<file path="config.mk">
export PLATFORM = sky130hd
export DESIGN_NAME = acc_control_unit
export DESIGN_NICKNAME = d
export VERILOG_FILES = /design/src/rtl/acu_pkg.sv /design/src/rtl/acu_decode.sv /design/src/rtl/acc_control_unit.sv
export SDC_FILE = /design/constraint.sdc
export NUM_CORES = 1
export LEC_CHECK = 0
export CAP_MARGIN = 5
export CORE_ASPECT_RATIO = 0.6
export CORE_MARGIN = 8
export CORE_UTILIZATION = 40
export CTS_CLUSTER_DIAMETER = 40
export DETAILED_ROUTE_END_ITERATION = 10
export PLACE_DENSITY = 0.81
export SLEW_MARGIN = 25
export SYNTH_ARGS = -nofsm -noshare
export SYNTH_HDL_FRONTEND = slang
export SYNTH_SLANG_ARGS = --single-unit
</file>
<file path="constraint.sdc">
create_clock -name clk -period 4.25 [get_ports clk]
set_input_delay 0.6375 -clock clk [delete_from_list [all_inputs] [get_ports clk]]
set_output_delay 0.6375 -clock clk [all_outputs]
set_load 0.02 [all_outputs]
</file>
<file path="src/rtl/acu_pkg.sv">
// Shared opcode, mux-select, ALU and FSM state encodings for the accumulator control unit.
// ACU_SINGLE_STEP_EN adds the PAUSE state encoding.
package acu_pkg;

    localparam logic [3:0] OP_NOP = 4'h0;
    localparam logic [3:0] OP_LDA = 4'h1;
    localparam logic [3:0] OP_STA = 4'h2;
    localparam logic [3:0] OP_ADD = 4'h3;
    localparam logic [3:0] OP_SUB = 4'h4;
    localparam logic [3:0] OP_AND = 4'h5;
    localparam logic [3:0] OP_LDI = 4'h6;
    localparam logic [3:0] OP_IN  = 4'h7;
    localparam logic [3:0] OP_CLR = 4'h8;
    localparam logic [3:0] OP_JMP = 4'h9;
    localparam logic [3:0] OP_JZ  = 4'hA;
    localparam logic [3:0] OP_HLT = 4'hF;

    localparam logic [2:0] SEL_ALU  = 3'd0;
    localparam logic [2:0] SEL_MEM  = 3'd1;
    localparam logic [2:0] SEL_IMM  = 3'd2;
    localparam logic [2:0] SEL_IN   = 3'd3;
    localparam logic [2:0] SEL_ZERO = 3'd4;

    localparam logic [1:0] ALU_ADD  = 2'b00;
    localparam logic [1:0] ALU_SUB  = 2'b01;
    localparam logic [1:0] ALU_AND  = 2'b10;
    localparam logic [1:0] ALU_PASS = 2'b11;

    localparam logic [2:0] ST_IDLE   = 3'd0;
    localparam logic [2:0] ST_FETCH  = 3'd1;
    localparam logic [2:0] ST_LOADIR = 3'd2;
    localparam logic [2:0] ST_EXEC   = 3'd3;
    localparam logic [2:0] ST_MEMRD  = 3'd4;
    localparam logic [2:0] ST_HALT   = 3'd5;
`ifdef ACU_SINGLE_STEP_EN
    localparam logic [2:0] ST_PAUSE  = 3'd6;
`endif

    // Program counter advance; the 4-bit space wraps 15 -> 0.
    function automatic logic [3:0] pc_inc(input logic [3:0] pc_val);
        return pc_val + 4'd1;
    endfunction

endpackage

</file>
<file path="src/rtl/acu_decode.sv">
// Combinational opcode decoder: instruction class flags plus the mux select and ALU op
// the instruction uses when it writes the accumulator.
module acu_decode
    import acu_pkg::*;
(
    input  logic [3:0] opcode,
    output logic       is_memrd,
    output logic       is_store,
    output logic       is_jump,
    output logic       is_jz,
    output logic       is_halt,
    output logic       is_illegal,
    output logic [2:0] acc_sel,
    output logic [1:0] alu_op
);

    // Opcode to control-class decode; B..E fall into the illegal default.
    always_comb begin
        is_memrd   = 1'b0;
        is_store   = 1'b0;
        is_jump    = 1'b0;
        is_jz      = 1'b0;
        is_halt    = 1'b0;
        is_illegal = 1'b0;
        acc_sel    = SEL_ALU;
        alu_op     = ALU_PASS;
        case (opcode)
            OP_NOP: begin
                is_memrd = 1'b0;
            end
            OP_LDA: begin
                is_memrd = 1'b1;
                acc_sel  = SEL_MEM;
            end
            OP_STA: is_store = 1'b1;
            OP_ADD: begin
                is_memrd = 1'b1;
                alu_op   = ALU_ADD;
            end
            OP_SUB: begin
                is_memrd = 1'b1;
                alu_op   = ALU_SUB;
            end
            OP_AND: begin
                is_memrd = 1'b1;
                alu_op   = ALU_AND;
            end
            OP_LDI: acc_sel = SEL_IMM;
            OP_IN:  acc_sel = SEL_IN;
            OP_CLR: acc_sel = SEL_ZERO;
            OP_JMP: is_jump = 1'b1;
            OP_JZ:  is_jz   = 1'b1;
            OP_HLT: is_halt = 1'b1;
            default: is_illegal = 1'b1;
        endcase
    end

endmodule

</file>
<file path="src/rtl/acc_control_unit.sv">
// Multi-cycle fetch/execute sequencer for the 8-bit accumulator processor.
// Optional ACU_SINGLE_STEP_EN adds a step input and a PAUSE state between instructions.
module acc_control_unit
    import acu_pkg::*;
#(
    parameter logic [3:0] RESET_PC = 4'h0
) (
    input  logic       clk,
    input  logic       reset,
    input  logic       start,
`ifdef ACU_SINGLE_STEP_EN
    input  logic       step,
`endif
    input  logic [7:0] mem_rdata,
    input  logic       acc_zero,
    output logic [3:0] mem_addr,
    output logic       mem_re,
    output logic       mem_we,
    output logic [2:0] acc_sel,
    output logic [7:0] imm,
    output logic [1:0] alu_op,
    output logic       acc_load,
    output logic [3:0] pc,
    output logic       halted,
    output logic       illegal
);

`ifdef ACU_SINGLE_STEP_EN
    localparam logic [2:0] ST_AFTER = ST_PAUSE;
`else
    localparam logic [2:0] ST_AFTER = ST_FETCH;
`endif

    logic [2:0] state_r;
    logic [2:0] state_nxt_s;
    logic [3:0] pc_r;
    logic [3:0] pc_nxt_s;
    logic [7:0] ir_r;
    logic [7:0] ir_nxt_s;

    logic       dec_memrd_s;
    logic       dec_store_s;
    logic       dec_jump_s;
    logic       dec_jz_s;
    logic       dec_halt_s;
    logic       dec_illegal_s;
    logic [2:0] dec_acc_sel_s;
    logic [1:0] dec_alu_op_s;
    logic       dec_direct_load_s;

    acu_decode u_decode (
        .opcode     (ir_r[7:4]),
        .is_memrd   (dec_memrd_s),
        .is_store   (dec_store_s),
        .is_jump    (dec_jump_s),
        .is_jz      (dec_jz_s),
        .is_halt    (dec_halt_s),
        .is_illegal (dec_illegal_s),
        .acc_sel    (dec_acc_sel_s),
        .alu_op     (dec_alu_op_s)
    );

    // LDI/IN/CLR write the accumulator directly from EXEC without a memory read.
    assign dec_direct_load_s = !dec_memrd_s && (dec_acc_sel_s != SEL_ALU);

    // Next-state logic of the instruction sequencer.
    always_comb begin
        state_nxt_s = state_r;
        case (state_r)
            ST_IDLE: begin
                if (start) state_nxt_s = ST_FETCH;
                else       state_nxt_s = ST_IDLE;
            end
            ST_FETCH:  state_nxt_s = ST_LOADIR;
            ST_LOADIR: state_nxt_s = ST_EXEC;
            ST_EXEC: begin
                if (dec_halt_s || dec_illegal_s) state_nxt_s = ST_HALT;
                else if (dec_memrd_s)            state_nxt_s = ST_MEMRD;
                else                             state_nxt_s = ST_AFTER;
            end
            ST_MEMRD: state_nxt_s = ST_AFTER;
`ifdef ACU_SINGLE_STEP_EN
            ST_PAUSE: begin
                if (step) state_nxt_s = ST_FETCH;
                else      state_nxt_s = ST_PAUSE;
            end
`endif
            ST_HALT: state_nxt_s = ST_HALT;
            default: state_nxt_s = ST_IDLE;
        endcase
    end

    // Program counter and instruction register updates.
    always_comb begin
        pc_nxt_s = pc_r;
        ir_nxt_s = ir_r;
        if (state_r == ST_LOADIR) begin
            pc_nxt_s = pc_inc(pc_r);
            ir_nxt_s = mem_rdata;
        end else if ((state_r == ST_EXEC) && (dec_jump_s || (dec_jz_s && acc_zero))) begin
            pc_nxt_s = ir_r[3:0];
        end else begin
            pc_nxt_s = pc_r;
        end
    end

    // Architectural state registers, cleared asynchronously by reset.
    always_ff @(posedge clk or posedge reset) begin
        if (reset) begin
            state_r <= ST_IDLE;
            pc_r    <= RESET_PC;
            ir_r    <= 8'h00;
        end else begin
            state_r <= state_nxt_s;
            pc_r    <= pc_nxt_s;
            ir_r    <= ir_nxt_s;
        end
    end

    // Output decode of state and instruction; strobes are quiet outside FETCH/EXEC/MEMRD.
    always_comb begin
        mem_addr = 4'h0;
        mem_re   = 1'b0;
        mem_we   = 1'b0;
        acc_sel  = SEL_ALU;
        alu_op   = ALU_PASS;
        acc_load = 1'b0;
        halted   = 1'b0;
        illegal  = 1'b0;
        case (state_r)
            ST_FETCH: begin
                mem_addr = pc_r;
                mem_re   = 1'b1;
            end
            ST_EXEC: begin
                mem_addr = ir_r[3:0];
                mem_re   = dec_memrd_s;
                mem_we   = dec_store_s;
                if (dec_direct_load_s) begin
                    acc_load = 1'b1;
                    acc_sel  = dec_acc_sel_s;
                end else begin
                    acc_load = 1'b0;
                end
            end
            ST_MEMRD: begin
                acc_load = 1'b1;
                acc_sel  = dec_acc_sel_s;
                alu_op   = dec_alu_op_s;
            end
            ST_HALT: begin
                illegal = dec_illegal_s;
                halted  = !dec_illegal_s;
            end
            default: begin
                mem_re = 1'b0;
            end
        endcase
    end

    assign imm = {4'h0, ir_r[3:0]};
    assign pc  = pc_r;

endmodule

</file>
After elaboration in Yosys (flattened, before gate mapping) --
Cells that the tools add are included.
Operators by class: reductions and logical operators 12, mux-type cells 24, $add $sub $neg 1, eq/ne operators 16
Operators by type and width (number):
- one-hot mux 3 bit (6 select lines) | 1
- == test 4 x 3 -> 1 bit, second input constant | 4
- == test 4 bit, second input constant | 4
- one-hot mux 3 bit (4 select lines) | 1
- OR reduction 12 bit | 1
- 2-to-1 mux 1 bit | 11
- 2-to-1 mux 3 bit | 3
- == test 4 x 2 -> 1 bit, second input constant | 2
- 2-to-1 mux 4 bit | 2
- one-hot mux 4 bit (2 select lines) | 1
- == test 3 x 2 -> 1 bit, second input constant | 2
- == test 3 bit, second input constant | 2
- one-hot mux 2 bit (3 select lines) | 1
- one-hot mux 3 bit (2 select lines) | 1
- adder 4 x 1 -> 4 bit, second input constant | 1
- == test 4 x 1 -> 1 bit, second input constant | 1
- logical NOT 4 bit | 1
- one-hot mux 1 bit (2 select lines) | 2
- OR reduction 4 bit | 1
- == test 3 x 1 -> 1 bit, second input constant | 1
- logical AND 1 bit | 3
- logical NOT 3 bit | 1
- nonzero test 3 bit | 1
- logical OR 1 bit | 2
- 3 further kinds | 3
Word-level totals: bits in registers 15, logic and storage cells 56, input bits 12, output and inout port bits 26

Depth between registers and ports, before layout --
depth in word-level cells 7, depth in mapped cells 7, depth with buffers taken out 4

By module --
Synthesis repeated with hierarchy kept, for this count alone.
Unflattened totals: cells, all modules 118, area, all modules 1102.3 um2
Modules (own cells, without submodules):
- acc_control_unit | area each 949.7 um2, sequential area each 375.4 um2, cells an instance 94, times used 1
- acu_decode | area each 152.6 um2, sequential area each 0.0 um2, cells an instance 24, times used 1

Worst setup path after synthesis --
No wires, ideal clock.
path kind register to output, from register ir_r[6], to output acc_sel[0], setup slack 2.119 ns, required time 3.612 ns, data arrival time 1.494 ns, cell stages (with the launch flop) 6, path buffers 1, cell sequence dfrtp_1 buf_1 nand2_1 nor2_1 a21oi_1 nor3b_1
Between the ends: cells in the longest elaborated chain, start to end 7, elaborated cells between the ends (all ways) 15, classes of those cells 7 x eq/ne; 4 x mux; 4 x reduce/logical
Ends and longest elaborated chain:
- from (decl) | line acc_control_unit.sv:38 | logic [7:0] ir_r;
- from (signal assigned) | line acc_control_unit.sv:116 | ir_r <= ir_nxt_s;
- == test 4 x 1 -> 1 bit (tied with other cells) | line acu_decode.sv:27 | case (opcode)
- OR reduction 4 bit (no source line)
- 2-to-1 mux 1 bit | line acu_decode.sv:27
- logical NOT 1 bit | line acc_control_unit.sv:64 | assign dec_direct_load_s = !dec_memrd_s && (dec_acc_sel_s != SEL_ALU);
- logical AND 1 bit | line acc_control_unit.sv:64
- 2-to-1 mux 3 bit | line acc_control_unit.sv:139 | if (dec_direct_load_s) begin
- one-hot mux 3 bit (2 select lines) * | line acc_control_unit.sv:130 | case (state_r)
- to (decl) | line acc_control_unit.sv:19 | output logic [2:0] acc_sel,
Mark *: on every way between the ends. The rest lies on a longest branch, timed or not.

Worst setup path after layout --
from register state_r[1], to output acc_sel[0]
Between the ends: cells in the longest elaborated chain, start to end 2, elaborated cells between the ends (all ways) 3, classes of those cells 2 x eq/ne; 1 x mux
Ends and longest elaborated chain:
- from (decl) | line acc_control_unit.sv:34 | logic [2:0] state_r;
- from (signal assigned) | line acc_control_unit.sv:114 | state_r <= state_nxt_s;
- == test 3 bit or == test 3 x 2 -> 1 bit (tied branches) | line acc_control_unit.sv:130
- one-hot mux 3 bit (2 select lines) * | line acc_control_unit.sv:130
Marked as above.

==> out/metrics.csv <==
stage;metric;value;unit
sta;Final Skew;0.00844;ns
logic_synthesis;sequential-to-total area share from yosys stat;36.3;%
clocking;clk sinks;15;
sta;PnR worst setup slack;1.34;ns
routing;met2 wire len;1280;um
floorplanning;std cell rows;14;
critical_path;r2r setup slk;2.24;ns
logic_synthesis;FF+latch count, synth;15;
clocking;CTS tree;yes;
routing;M1 WL;1050;um
clocking;clock latency on the worst-skew pair;0.25;ns
logic_synthesis;Netlist Area Pre-Place;1030;um^2
sta;Slew HR;57.5;%
floorplanning;Initial Util;41.6;%
routing;vias;864;
sta;setup TNS;0;ns
critical_path;Crit Reg-Reg Endpoint;pc[2];
placement;port bufs;33;
sta;Max Fclk;343;MHz
logic_synthesis;share of the synthesized area in the top cell type;36.3;%
sta;Worst-Margin Slew;0.637;ns
hold_path;Worst Hold Class;flop to flop;
critical_path;Worst Path Arrival;2.28;ns
hold_path;Cells on Worst Hold Path;1;
critical_path;CP Capture Type;output port;
floorplanning;chip width;81.7;um
routing;first drt pass iteration count;4;
global_route;antenna violations before repair;0;
clocking;Num CTS Buffers;3;
floorplanning;Ports;38;
placement;Final HPWL DP;2070;um
outcome;outcome;completed;
floorplanning;Die ar.;4520;um^2
hold_path;hold_sp;state_r[2];
routing;post-route ant nets;0;
logic_synthesis;top post-synthesis cells by count;15 x dfrtp_1, 12 x nor2_1, 8 x buf_4, 8 x mux2_2, 8 x nand2_1;
clocking;clk slew on worst S/H paths;0.06;ns
logic_synthesis;Synth cell types;30;
routing;highest routed layer;met4;
global_route;number of global-route vias before repair;923;
placement;Setup WS pre-CTS;1.62;ns
pwr;leak pwr;0.000534;uW
logic_synthesis;number of synthesized flops with an enable pin;0;
logic_synthesis;Synth Flop Type;dfrtp_1;
logic_synthesis;Avg Cell Area, Syn;9.16;um^2
critical_path;CP startpoint kind;flop;
routing;met3 wire length;206;um
routing;DRT iter0 DRCs;67;
critical_path;critical path type;flop to output port;
global_route;largest net degree at the start of global routing;20;
placement;Placed Cells;166;
sta;Min Clock Period, post-route;2.91;ns
global_route;GRT Total Usage;12.2;%
sta;WHS;0.519;ns
sta;RSZ-0062 raised after global routing;false;
pwr;worst vdd ir;0.000352;V
routing;drc violations;0;
global_route;first-pass GRT wire length;4400;um
sta;final setup vio count;0;
placement;GPL Wtd Cong;0.791;
critical_path;CP required;3.61;ns
routing;routed wire length;2550;um
hold_path;Worst Hold End;state_r[1];
layout;ratio of cells with drive above 1 in the final layout;9.42;%
logic_synthesis;yosys warns;0;
clocking;Gates resized, CTS repair;0;
critical_path;worst r2r path cells;3;
critical_path;r2r startpoint;state_r[1];
logic_synthesis;post-synthesis async set-or-reset flop share;100;%
floorplanning;Core ar.;2490;um^2
layout;# diodes;0;
sta;Tcrit/Tclk final;68.6;%
layout;Layout Nets;152;
sta;final hold vios;0;
logic_synthesis;leading area contributor after synthesis;dfrtp_1;
routing;Avg WL per Cell;15.0;um
clocking;CTS root buf;clkbuf_8;
clocking;H-Tree Depth;1;
layout;final non-filler cell total;170;
logic_synthesis;Synth Instances;113;
clocking;Clock Tree Buf Depth;2;
logic_synthesis;Synth area leaders;dfrtp_1 36%, mux2_2 8.7%, buf_4 5.8%;
pwr;pwr dens;797;nW/um^2
clocking;hold buffers post-CTS;0;
routing;Vias/cell;5.08;
logic_synthesis;most common cell in the netlist;dfrtp_1;
floorplanning;Die Y;55.4;um
sta;Final Max Slew Viols;0;
critical_path;Critical Path Fanout Max;10;
global_route;global route total overflow;0;
layout;Area growth syn-to-layout;31.0;%
clocking;setup bufs post-CTS;0;
flow_run;max_cap viols;0;
==> worst max-delay path, cell delays in order, from the launching register on <==
cell and delay, ns:
dfrtp_1 0.52, nand2b_1 0.26, nor2_1 0.30, a21oi_1 0.13, nor3b_1 0.19, clkdlybuf4s50_1 0.64
==> layout by cell type (no fill, tap or decap), drive strengths merged, types with 5 or more instances in the layout <==
cell type	instances
clkdlybuf4s50	33
dfrtp	15
nor2	12
mux2	9
nand2	8
a21oi	7
nand2b	6
mux2i	5
==> power breakdown <==
part | leakage, uW | switching, uW | total [uW] | internal, uW
Combinational | 0.000333 | 313 | 622 | 309
Clock | 0.0000228 | 47.9 | 114 | 66.3
Sequential | 0.000178 | 130 | 344 | 215
Total | 0.000534 | 491 | 1080 | 590
==> per-stage QoR <==
stage	area (um^2)	utilization [%]	total power (uW)
after floorplan	1050	-	790
after global placement	1310	52.7	947
after detailed placement	1310	52.7	974
after CTS	1360	54.5	1090
after global routing	1360	54.5	1170
final	1360	54.5	1080
==> logic make-up after synthesis <==
kind of cell             after synthesis  share of synthesized area [%]
buffers and inverters                 19                           11.7
AO/OA/AOI/OAI                         16                           11.5
multiplexers                          14                           14.6
AND/OR/NAND/NOR                       44                           21.8
flip-flops                            15                           36.3
other                                  1                          0.362
XOR/XNOR                               3                           2.54
adder cells (fa/ha/maj)                1                           1.21
==> registers in the layout (all words and copies together), names as in the netlist <==
name / flops
ir_r: 8
state_r: 3
pc: 4
==> area by class of cell <==
class / count / area (um^2)
clock buffer: 4 / 45.0
fill: 225 / 1130
inverter: 4 / 15.0
multi-input combinational: 82 / 549
sequential: 15 / 375
tap: 32 / 40.0
timing repair buffer: 33 / 330
==> metal layers <==
layer  vias to the layer above  GRT usage, %
met5                         -             0
met4                         0          1.24
met3                         2          5.00
met2                        25          20.3
met1                       411          14.8
li1                        426             -
==> worst max path at each step <==
stage          cells after the start  slack [ns]    endpoint       start
2_1_floorplan                      5        2.12  acc_sel[0]     ir_r[6]
3_3_place_gp                       5        1.76  acc_sel[0]  state_r[1]
3_5_place_dp                       5        1.62  acc_sel[0]  state_r[1]
4_1_cts                            5        1.35  acc_sel[0]  state_r[1]
5_1_grt                            5        1.24  acc_sel[0]  state_r[1]
6_report                           5        1.34  acc_sel[0]  state_r[1]
No activity file was read; power rests on OpenSTA's default activity.
